--- config.mk ---
export PLATFORM = sky130hd
export DESIGN_NAME = pixel_frame_tx
export DESIGN_NICKNAME = d
export VERILOG_FILES = /design/src/rtl/pixel_frame_tx.sv
export SDC_FILE = /design/constraint.sdc
export NUM_CORES = 1
export LEC_CHECK = 0
export BUFFER_PORTS_ARGS = -buffer_cell sky130_fd_sc_hd__buf_2
export CORE_MARGIN = 2
export CORE_UTILIZATION = 45
export CTS_BUF_LIST = sky130_fd_sc_hd__clkbuf_4 sky130_fd_sc_hd__clkbuf_8
export DETAILED_ROUTE_END_ITERATION = 10
export GPL_ROUTABILITY_DRIVEN = 0
export PLACE_DENSITY_LB_ADDON = 0.12
export SYNTH_ARGS = -nofsm -noshare
export SYNTH_HDL_FRONTEND = slang
export SYNTH_SLANG_ARGS = --single-unit
--- constraint.sdc ---
create_clock -name clk -period 2.78 [get_ports clk]
set_input_delay 0.278 -clock clk [delete_from_list [all_inputs] [get_ports clk]]
set_output_delay 0.278 -clock clk [all_outputs]
set_load 0.02 [all_outputs]
--- src/rtl/pixel_frame_tx.sv ---
// pixel_frame_tx: holds one SIZE x SIZE greyscale frame loaded by the host.
// It streams the frame downstream in raster order, then collects the
// thresholded readback, counting white pixels and flagging protocol errors.
module pixel_frame_tx #(
    parameter int SIZE    = 10,
    parameter int ADDR_W  = 7,
    parameter int TIMEOUT = 255
) (
    input  logic              clk,
    input  logic              reset,
    input  logic              wr_en,
    input  logic [ADDR_W-1:0] wr_addr,
    input  logic [7:0]        wr_data,
    input  logic              start,
    output logic [7:0]        pix_out,
    output logic              en,
    output logic              select,
    input  logic              rx_ready,
    input  logic [7:0]        rx_data,
    output logic              busy,
    output logic              done,
    output logic [15:0]       white_count,
    output logic              err
);

    localparam int NPIX   = SIZE * SIZE;
    localparam int IDX_W  = $clog2(NPIX + 1);
    localparam int WAIT_W = $clog2(TIMEOUT + 1);

    localparam logic [IDX_W-1:0]  IDX_END   = IDX_W'(NPIX);
    localparam logic [IDX_W-1:0]  IDX_LAST  = IDX_W'(NPIX - 1);
    localparam logic [WAIT_W-1:0] WAIT_LAST = WAIT_W'(TIMEOUT - 1);
    localparam logic [ADDR_W:0]   ADDR_LIM  = (ADDR_W + 1)'(NPIX);

    typedef enum logic [2:0] {
        S_IDLE,
        S_STREAM,
        S_WAIT,
        S_READBACK,
        S_DONE
    } state_t;

    state_t state;
    state_t state_next;

    logic [7:0]        mem [NPIX];
    logic [IDX_W-1:0]  pix_idx;
    logic [IDX_W-1:0]  samp_idx;
    logic [WAIT_W-1:0] wait_cnt;

    logic consume;
    logic last_sample;
    logic timeout;

    // Host writes land only while idle; a simultaneous start, reset or an
    // address beyond the frame drops the write.
    always_ff @(posedge clk) begin
        if (reset && state == S_IDLE && wr_en && !start &&
            ({1'b0, wr_addr} < ADDR_LIM)) begin
            mem[wr_addr] <= wr_data;
        end
    end

    // State register.
    always_ff @(posedge clk) begin
        if (!reset) begin
            state <= S_IDLE;
        end else begin
            state <= state_next;
        end
    end

    // Next-state decode plus readback sample qualification.
    always_comb begin
        state_next  = state;
        consume     = 1'b0;
        last_sample = 1'b0;
        timeout     = 1'b0;

        if (state == S_WAIT || state == S_READBACK) begin
            consume     = rx_ready;
            last_sample = rx_ready && (samp_idx == IDX_LAST);
        end
        if (state == S_WAIT && !rx_ready && wait_cnt == WAIT_LAST) begin
            timeout = 1'b1;
        end

        case (state)
            S_IDLE: begin
                if (start) state_next = S_STREAM;
            end
            S_STREAM: begin
                if (pix_idx == IDX_END) state_next = S_WAIT;
            end
            S_WAIT: begin
                if (last_sample)   state_next = S_DONE;
                else if (rx_ready) state_next = S_READBACK;
                else if (timeout)  state_next = S_DONE;
            end
            S_READBACK: begin
                if (last_sample) state_next = S_DONE;
            end
            S_DONE: begin
                state_next = S_IDLE;
            end
            default: begin
                state_next = S_IDLE;
            end
        endcase
    end

    // Registered outputs, pixel/sample/wait counters and readback statistics.
    always_ff @(posedge clk) begin
        if (!reset) begin
            pix_out     <= 8'h00;
            en          <= 1'b0;
            select      <= 1'b0;
            busy        <= 1'b0;
            done        <= 1'b0;
            white_count <= 16'h0000;
            err         <= 1'b0;
            pix_idx     <= '0;
            samp_idx    <= '0;
            wait_cnt    <= '0;
        end else begin
            busy   <= (state_next != S_IDLE);
            done   <= (state_next == S_DONE);
            select <= (state_next == S_WAIT) || (state_next == S_READBACK);

            case (state)
                S_IDLE: begin
                    if (start) begin
                        err         <= 1'b0;
                        white_count <= 16'h0000;
                        en          <= 1'b1;
                        pix_out     <= mem[0];
                        pix_idx     <= IDX_W'(1);
                        samp_idx    <= '0;
                        wait_cnt    <= '0;
                    end
                end
                S_STREAM: begin
                    if (pix_idx == IDX_END) begin
                        en      <= 1'b0;
                        pix_out <= 8'h00;
                    end else begin
                        pix_out <= mem[pix_idx];
                        pix_idx <= pix_idx + IDX_W'(1);
                    end
                end
                S_WAIT: begin
                    if (!rx_ready) wait_cnt <= wait_cnt + WAIT_W'(1);
                    if (timeout)   err <= 1'b1;
                end
                default: begin
                end
            endcase

            if (consume) begin
                samp_idx <= samp_idx + IDX_W'(1);
                if (rx_data == 8'hFF) begin
                    if (white_count != 16'hFFFF) white_count <= white_count + 16'd1;
                end else if (rx_data != 8'h00) begin
                    err <= 1'b1;
                end
            end
        end
    end

endmodule
==> results of run 1 <==
## worst max-delay path by stage
| stage | end | slack (ps) |
|---|---|---|
| finish | mem[93][2] | 120 |
| global route | mem[93][2] | -30 |
| CTS | pix_out[3] | 50 |
| detailed placement | pix_out[3] | 70 |
| global placement | mem[33][2] | 80 |
| floorplan | pix_out[0] | 560 |
## layout by cell type, fill, tap and decap left out, types with 6 or more instances in the layout
| cell type | n |
|---|---|
| buf_4 | 192 |
| nor2_1 | 167 |
| ha_1 | 6 |
| buf_12 | 20 |
| clkinv_2 | 13 |
| nor2b_1 | 31 |
| mux4_2 | 183 |
| nor3_1 | 15 |
| mux2_2 | 15 |
| a21oi_1 | 42 |
| nand4_1 | 18 |
| clkinv_1 | 29 |
| xor2_1 | 12 |
| o21ai_0 | 42 |
| edfxtp_1 | 800 |
| a22oi_1 | 20 |
| nand2_1 | 78 |
| mux2i_1 | 74 |
| dfxtp_1 | 56 |
| dlygate4sd3_1 | 11 |
| clkbuf_4 | 45 |
| clkbuf_8 | 146 |
| o22ai_1 | 7 |
| buf_2 | 48 |
| o211ai_1 | 8 |
| nand3_1 | 30 |
| a211oi_1 | 12 |
| and2_1 | 7 |
## cells by family (layout without fill, tap and decap cells)
group / after synthesis / after routing / share of synthesized area, %
simple gates: 381 / 381 / 5.25
mux: 272 / 272 / 14.8
other cells: 0 / 3 / 0
xor+xnor: 17 / 17 / 0.438
fa+ha+maj: 6 / 6 / 0.221
buf+inv: 98 / 522 / 1.43
compound gates: 180 / 180 / 3.54
flops: 861 / 861 / 74.3
## routing by layer
layer / share of wire (%) / up-vias / GRT usage, %
met4: 2.1 / 0 / 6.71
met2: 47 / 626 / 34.3
met1: 44 / 9513 / 31.9
met3: 7.0 / 129 / 5.48
met5: 0 / - / 0
li1: - / 8000 / -
## per-stage QoR
step / util [%] / cells / worst slack (ps) / hold WS [ps] / total power (W)
global route: 53.1 / 3209 / -28.5 / 61.9 / 0.0274
floorplan: - / 1815 / 563 / 377 / 0.0154
global placement: 49.4 / 2952 / 76.9 / 466 / 0.0161
CTS: 53.1 / 3208 / 50.4 / 22.1 / 0.0268
detailed placement: 49.4 / 2952 / 69.8 / 484 / 0.0161
finish: 53.1 / 3211 / 118 / 79.9 / 0.0265
## flip-flops by register name (all words and copies together) (netlist names), named ones only
signal and count:
err 1, busy 1, select 1, samp_idx 7, white_count 16, pix_idx 7, mem 800, en 1
done 1, state 3, pix_out 8, wait_cnt 8
## power by group
| part | internal [W] | switching [W] | leakage [nW] | total (W) |
|---|---|---|---|---|
| Clock | 0.00567 | 0.00497 | 1.42 | 0.0106 |
| Sequential | 0.0142 | 0.0000441 | 7.69 | 0.0142 |
| Combinational | 0.000687 | 0.000917 | 3.65 | 0.00160 |
| Total | 0.0205 | 0.00593 | 12.8 | 0.0265 |
## what timing repair did
item	in CTS	in global routing
hold endpoints to repair	128	0
setup endpoints to repair	0	7
hold buffers	11	0
resized for setup	0	1
buffers inserted	0	0
## final cells by class
class	count	area, um2	area share, %
antenna	3	7.51	0.0190
clock buffer	191	2350	5.93
clock inverter	54	332	0.837
inverter	6	22.5	0.0569
multi-input combinational	856	8240	20.8
sequential	861	25300	63.8
tap	969	1210	3.06
timing repair buffer	271	2190	5.53
==> metrics.md, run 1 <==
| Metric | Value |
|---|---|
| Status | `complete, no violations` |
| Worst path max stage delay | `430 ps` |
| Total Die Area | `77700 um2` |
| WL per Instance | `26.6 um` |
| Post-synth top cells | `edfxtp_1, mux4_2, nor2_1, nand2_1, mux2i_1` |
| Slew Limit Headroom | `around a quarter` |
| Hold_sp | `wr_data[7]` |
| Area after DPL | `36800 um2` |
| Lkg Pwr | `12.8 nW` |
| Worst R2R End | `mem[93][2]` |
| Peak supply drop | `394 uV` |
| H-tree depth | `4` |
| # rows | `100` |
| Most common cell in the netlist | `edfxtp_1` |
| Chip width | `279 um` |
| I/O pins | `57` |
| Endpoints failing setup | `0` |
| Clock Path Buffers | `3` |
| Worst EP required | `3250 ps` |
| DRT Pass-1 Iters | `5` |
| Share of the synthesized area in the top cell type | `70.7%` |
| MaxCap Viol Count | `0` |
| Top_reg_cell synth | `edfxtp_1` |
| CTS sink cnt | `roughly 860` |
| Hold Fails Final Rpt | `0` |
| Cell taking the most area after synthesis | `edfxtp_1` |
| Crit path max-delay cell type | `and2b_1` |
| Top delay family on crit path | `simple AND/OR/NAND/NOR gates` |
| Crit-path max FO | `9` |
| Average size of a mapped cell | `18.7 um2` |
| Buffers and inverters on the worst path | `2` |
| Worst Reg-to-Reg Cells | `7` |
| Post-DRT Antenna Nets | `0` |
| Post-Syn Area | `34000 um2` |
| TNS Setup | `0 ps` |
| Cell area after layout | `39600 um2` |
| Layout cell share with drive strength beyond 1 | `31.0%` |
| Min-Delay Endpoint | `mem[59][7]` |
| Maximum clock rate | `376 MHz` |
| Nets | `~2.2k` |
| Core box area | `74600 um2` |
| Critical path class | `flop to flop` |
| Synth-to-layout area growth | `16.6%` |
| Synthesized net count | `1849` |
| Seq/Total Area, Yosys | `74.3%` |
| TritonCTS clock tree | `yes` |
| DRC violations left | `0` |
| FF-to-FF Start | `state[2]` |
| Vias | `18.3k` |
| Cell breakdown of the critical path | `and2b_1 -> nand4_1 -> nor2_1 -> nand2_1 -> buf_4 -> nor2_1 -> buf_4` |
| CP endpoint kind | `flop` |
| Worst-margin pin slew | `1140 ps` |
| Largest net degree at the start of global routing | `101` |
| Fin Clk Skew | `37.6 ps` |
| Max Slew Vio Count | `0` |
| Root buf cell | `clkbuf_8` |
| Crit start category | `flop` |
| Total GRT Usage | `22.4%` |
| Die H | `279 um` |
| Final min period | `about 2700 ps` |
| Post-DR vias/cell | `5.69` |
| Setup crit start | `state[2]` |
| Initial antenna violation count | `2` |
| Cell depth of the worst setup path | `7` |
| Final period utilization | `about 96%` |
| # port buffers | `56` |
| Number of synthesized flops with an enable pin | `800` |
| Synth area leaders | `edfxtp_1, mux4_2, dfxtp_1` |
| Power Density | `668 nW/um2` |
| First-pass GRT wire length | `125 mm` |
| Synth async-reset ratio | `0%` |
| Initial DRC Count | `1666` |
| GRT Residual Overflow | `0` |
| Synth cell types | `71` |
| DPL Wire Length | `55.9 mm` |
| Yosys warnings | `0` |
| RSZ-0062 raised after global routing | `true` |
| Starting Density | `45.6%` |
| Syn Inst Count | `1815` |
| Num CTS Buffers | `between 100 and 150` |
| Drt total wl | `85.4 mm` |
| Fill cells | `5961` |
| Hold depth | `1` |
| Hold Crit Class | `input port to flop` |
| R2R setup slack | `120 ps` |
| Clk Latency, worst-skew pair | `790 ps` |
| Critical path arrival | `3130 ps` |
| Register bit total from synthesis | `861` |
| Reg clk slew, reported paths | `60 ps` |
| Vias in the first global route | `18.7k` |
No activity file was read; power rests on OpenSTA's default activity.
==> run 2, diff against run 1 <==
CORE_ASPECT_RATIO = 0.9   (was default)
==> run 2 against run 1 <==
- die area barely moved
- utilization fell by 0.21 points
- fmax barely moved
- non-clock buffer count fell by 28
- register-to-register slack barely moved
- global-route usage fell by 0.33 points
- final cell count fell by 0.65%
- critical path type unchanged
- largest power group unchanged
==> metrics.md, run 2 (synthesis results as in run 1) <==
| Metric | Value |
|---|---|
| R2R setup slack | `120 ps` |
| Hold depth | `1` |
| Vias | `18.2k` |
| Total GRT Usage | `between 20 and 25%` |
| Root buf cell | `clkbuf_8` |
| CTS sink cnt | `861` |
| # port buffers | `56` |
| Register area | `approximately 25000 um2` |
| Layout cell share with drive strength beyond 1 | `30.5%` |
| Largest registers in the final layout | `mem: 800 flops, white_count: 16 flops` |
| Clock Path Buffers | `3` |
| Power Density | `676 nW/um2` |
| Endpoints failing setup | `0` |
| Critical path class | `flop to flop` |
| Peak supply drop | `477 uV` |
| Multi-input gate area | `8250 um2` |
| WL per Instance | `26.4 um` |
| TNS Setup | `0 ps` |
| DRC violations left | `0` |
| Starting Density | `45.5%` |
| Core box area | `about 75000 um2` |
| Post-DRT Antenna Nets | `0` |
| GRT Residual Overflow | `0` |
| Lkg Pwr | `about 13 nW` |
| Reg clk slew, reported paths | `60 ps` |
| DRT Pass-1 Iters | `5` |
| Worst R2R End | `pix_out[7]` |
| Max reg flops | `800` |
| RSZ-0062 raised after global routing | `false` |
| First-pass GRT wire length | `123 mm` |
| Status | `complete, no violations` |
| Initial antenna violation count | `1` |
| Crit start category | `flop` |
| Max Slew Vio Count | `0` |
| I/O pins | `57` |
| Fill cells | `roughly 6.0k` |
| Total Die Area | `around 80000 um2` |
| Hold Fails Final Rpt | `0` |
| Largest Register | `mem` |
| MaxCap Viol Count | `0` |
| Commonest non-fill, non-tap cell in the layout | `edfxtp_1` |
| Worst EP required | `3460 ps` |
| Final period utilization | `between 90% and 100%` |
| Worst-margin pin slew | `around 1100 ps` |
| FF-to-FF Start | `state[2]` |
| Most frequent cells in the layout | `edfxtp_1, mux4_2, buf_4, nor2_1, clkbuf_8` |
| Num CTS Buffers | `143` |
| CP endpoint kind | `flop` |
| Initial DRC Count | `~1.8k` |
| Critical path arrival | `3340 ps` |
| Vias in the first global route | `18.4k` |
| Maximum clock rate | `376 MHz` |
| # rows | `95` |
| Cell area after layout | `between 30000 and 40000 um2` |
| Slew Limit Headroom | `26.7%` |
| Cells after DPL | `2928` |
| H-tree depth | `4` |
| Synth-to-layout area growth | `16.3%` |
| Area after DPL | `between 30000 and 40000 um2` |
| Largest net degree at the start of global routing | `101` |
| Clk Latency, worst-skew pair | `780 ps` |
| Crit-path max FO | `9` |
| Post-Layout Cell Count | `3190` |
| Final min period | `2660 ps` |
| DPL Wire Length | `about 53 mm` |
| Hold_sp | `wr_data[3]` |
| Worst Reg-to-Reg Cells | `5` |
| TritonCTS clock tree | `yes` |
| Die H | `~260 um` |
| Nets | `around 2.1k` |
| Fin Clk Skew | `34.8 ps` |
| Chip width | `294 um` |
| Hold Crit Class | `input port to flop` |
| Drt total wl | `84.2 mm` |
| Min-Delay Endpoint | `mem[67][3]` |
| Post-DR vias/cell | `5.69` |
run 2: worst max-delay path by stage:
stage | from | end | cells past startpoint
after CTS | flop | pix_out[1] | 7
after global routing | flop | pix_out[1] | 7
final | state[2] | pix_out[7] | 5
after global placement | flop | pix_out[1] | 7
after floorplan | flop | pix_out[0] | 8
after detailed placement | flop | pix_out[1] | 7
run 2: area by class of cell:
cell class,count,area share [%]
multi-input cells,856,20.9
flip-flops and latches,861,63.9
clock buffers,198,6.14
well taps,970,3.07
clock inverters,55,0.909
repair buffers,243,4.97
inverters,6,0.0570
diodes,1,0.00634
run 2: timing repair:
item                       in CTS  in global routing
hold endpoints to repair       33                  0
resized for setup               1                  1
hold buffers                    8                  0
buffers inserted                0                  0
setup endpoints to repair       1                  1
run 2: critical path, stage by stage, from the launching register on:
cell and delay, ps:
dfxtp_1 450, or3b_2 650, a31o_2 360, nor3b_1 570
o2111ai_1 310, a32oi_1 230
run 2: stage by stage:
| step | setup slack, ps | hold WS [ps] | util, % | total power, W |
|---|---|---|---|---|
| after global placement | 25.0 | 468 | 49.1 | 0.0160 |
| after floorplan | 563 | 377 | - | 0.0154 |
| after global routing | 50.7 | 17.8 | 52.9 | 0.0276 |
| after detailed placement | -4.05 | 482 | 49.1 | 0.0161 |
| after CTS | 183 | 2.42 | 52.9 | 0.0270 |
| final | 117 | 43.5 | 52.9 | 0.0267 |
run 2: report_power, final:
| part | leakage [nW] | internal, W | total [W] | switching (W) |
|---|---|---|---|---|
| clock | 1.47 | 0.00600 | 0.0109 | 0.00493 |
| sequential | 7.69 | 0.0142 | 0.0142 | 0.0000374 |
| combinational | 3.50 | 0.000663 | 0.00156 | 0.000902 |
run 2: routing by layer:
metal | routed length, um | part of all wire, % | track usage (%) | up-vias
met5 | 0 | 0 | 0 | -
li1 | - | - | - | 7953
met4 | 1500 | 1.8 | 6.04 | 0
met3 | 6840 | 8.1 | 5.77 | 117
met1 | 37900 | 45 | 32.3 | 9413
met2 | 38000 | 45 | 32.8 | 676
==> run 3, diff against run 2 <==
CORE_UTILIZATION = 30   (was 45)
==> run 3 against run 2 <==
- global-route usage fell by 5.2 points
- critical path depth rose by 3
- combinational power rose by 11%
- clock power rose by 8%
==> metrics.md, run 3 (synthesis results as in run 1) <==
| Metric | Value |
|---|---|
| Slew Limit Headroom | `between 30% and 40%` |
| Worst Reg-to-Reg Cells | `8` |
| H-tree depth | `4` |
| Total GRT Usage | `between 10% and 20%` |
| Hold_sp | `wr_addr[1]` |
| DRC violations left | `0` |
| Largest net degree at the start of global routing | `72` |
| Max Slew Vio Count | `0` |
| Vias | `18.7k` |
| Area after DPL | `37800 um2` |
| Clock Path Buffers | `3` |
| Peak supply drop | `466 uV` |
| Post-DR vias/cell | `4.92` |
| Power Density | `around 680 nW/um2` |
| RSZ-0062 raised after global routing | `false` |
| Endpoints failing setup | `0` |
| I/O pins | `57` |
| R2R setup slack | `60 ps` |
| Crit-path max FO | `26` |
| Commonest non-fill, non-tap cell in the layout | `edfxtp_1` |
| Fill cells | `10.6k` |
| Max reg flops | `800` |
| Num CTS Buffers | `about 150` |
| TNS Setup | `0 ps` |
| Drt total wl | `96.1 mm` |
| Worst-margin pin slew | `1020 ps` |
| GRT Residual Overflow | `0` |
| Reg clk slew, reported paths | `60 ps` |
| # port buffers | `56` |
| Cell area after layout | `41100 um2` |
| WL per Instance | `25.3 um` |
| Largest registers in the final layout | `mem: 800 flops, white_count: 16 flops` |
| Clk Latency, worst-skew pair | `840 ps` |
| Cell mode on critical path | `buf_12` |
| Hold Fails Final Rpt | `0` |
| Worst EP required | `3460 ps` |
| Most frequent cells in the layout | `edfxtp_1, buf_4, mux4_2, nor2_1, clkbuf_8` |
| Crit start category | `flop` |
| Worst R2R End | `pix_out[3]` |
| MaxCap Viol Count | `0` |
| Hold Crit Class | `input port to flop` |
| Critical path class | `flop to flop` |
| Total Die Area | `116000 um2` |
| Worst path max stage delay | `470 ps` |
| Crit path to | `pix_out[3]` |
| Post-DRT Antenna Nets | `0` |
| Root buf cell | `clkbuf_8` |
| Initial antenna violation count | `2` |
| Largest Register | `mem` |
| Cell breakdown of the critical path | `buf_4 -> buf_12 -> buf_12 -> mux4_2 -> a22oi_2 -> nand3_1 -> a41oi_2 -> o311ai_1` |
| Fin Clk Skew | `42.6 ps` |
| DRT Pass-1 Iters | `6` |
| # rows | `117` |
| Initial DRC Count | `1579` |
| Starting Density | `30.1%` |
| Synth-to-layout area growth | `21.0%` |
| Core box area | `~110000 um2` |
| First-pass GRT wire length | `~140 mm` |
| Maximum clock rate | `367 MHz` |
| Layout cell share with drive strength beyond 1 | `33.4%` |
| CTS sink cnt | `around 860` |
| Crit path max-delay cell type | `dfxtp_4` |
| Nets | `2228` |
| Final min period | `2720 ps` |
| Vias in the first global route | `between 15k and 20k` |
| Chip width | `359 um` |
| DPL Wire Length | `63.1 mm` |
| CP endpoint kind | `flop` |
| TritonCTS clock tree | `yes` |
| Critical path arrival | `3410 ps` |
| Final period utilization | `98.0%` |
| Post-Layout Cell Count | `3801` |
| Die H | `323 um` |
| Lkg Pwr | `13.2 nW` |
| Cells after DPL | `3509` |
| Status | `complete, no violations` |
run 3: changes by cell type in the layout (fill, tap and decap cells not counted), moves of 5 or more:
cell	change
dlygate4sd3_1	+7
clkbuf_4	+8
buf_12	+5
clkbuf_8	+10
buf_4	+62
run 3: repair_timing:
item,4_1_cts,5_1_grt
hold buffers,15,0
gates resized for setup,5,9
gates cloned,0,0
hold endpoints to repair,344,0
buffers inserted,0,4
endpoints found under the setup margin,4,5
pin swaps,0,1
run 3: how the worst min path moves through the flow:
stage,to,cells after the start
2_1_floorplan,mem[0][0],0
3_3_place_gp,wait_cnt[5],2
3_5_place_dp,wait_cnt[5],2
4_1_cts,mem[62][0],4
5_1_grt,mem[62][0],4
6_report,mem[62][0],4
run 3: area by class of cell:
class | count | area, um2 | area share (%)
Multi-Input combinational cell | 856 | 8310 | 20.2
Inverter | 6 | 22.5 | 0.0548
Tap cell | 1487 | 1860 | 4.53
Sequential cell | 861 | 25300 | 61.4
Clock inverter | 55 | 420 | 1.02
Antenna cell | 2 | 5.00 | 0.0122
Clock buffer | 216 | 2620 | 6.38
Timing Repair Buffer | 318 | 2610 | 6.35
run 3: metal layers:
metal	global-route usage [%]	vias to the layer above	wire length (um)
met2	24.5	510	41700
li1	-	8122	-
met3	4.07	128	5710
met4	5.07	0	1890
met1	24.8	9927	46800
met5	0	-	0
run 3: worst max-delay path, delay by kind of cell, from the launching register on:
| family | cells | cell delay, ps |
|---|---|---|
| AOI/OAI and AO/OA | 3 | 820 |
| buffers and inverters | 3 | 670 |
| DFF | 1 | 470 |
| muxes | 1 | 370 |
| and+or+nand+nor | 1 | 190 |
run 3: power by group:
group | internal, W | switching (W) | leakage (nW)
Combinational | 0.000744 | 0.000990 | 3.90
Sequential | 0.0142 | 0.0000415 | 7.69
Clock | 0.00662 | 0.00522 | 1.61
Total | 0.0215 | 0.00625 | 13.2
run 3: stage by stage:
step	total power [W]	setup slack [ps]	utilization (%)	hold slack [ps]
floorplan	0.0154	563	-	377
global placement	0.0162	-257	33.5	470
finish	0.0278	56.1	36.5	136
global route	0.0289	3.00	36.5	94.4
CTS	0.0283	-77.6	36.4	32.2
detailed placement	0.0162	-243	33.5	476
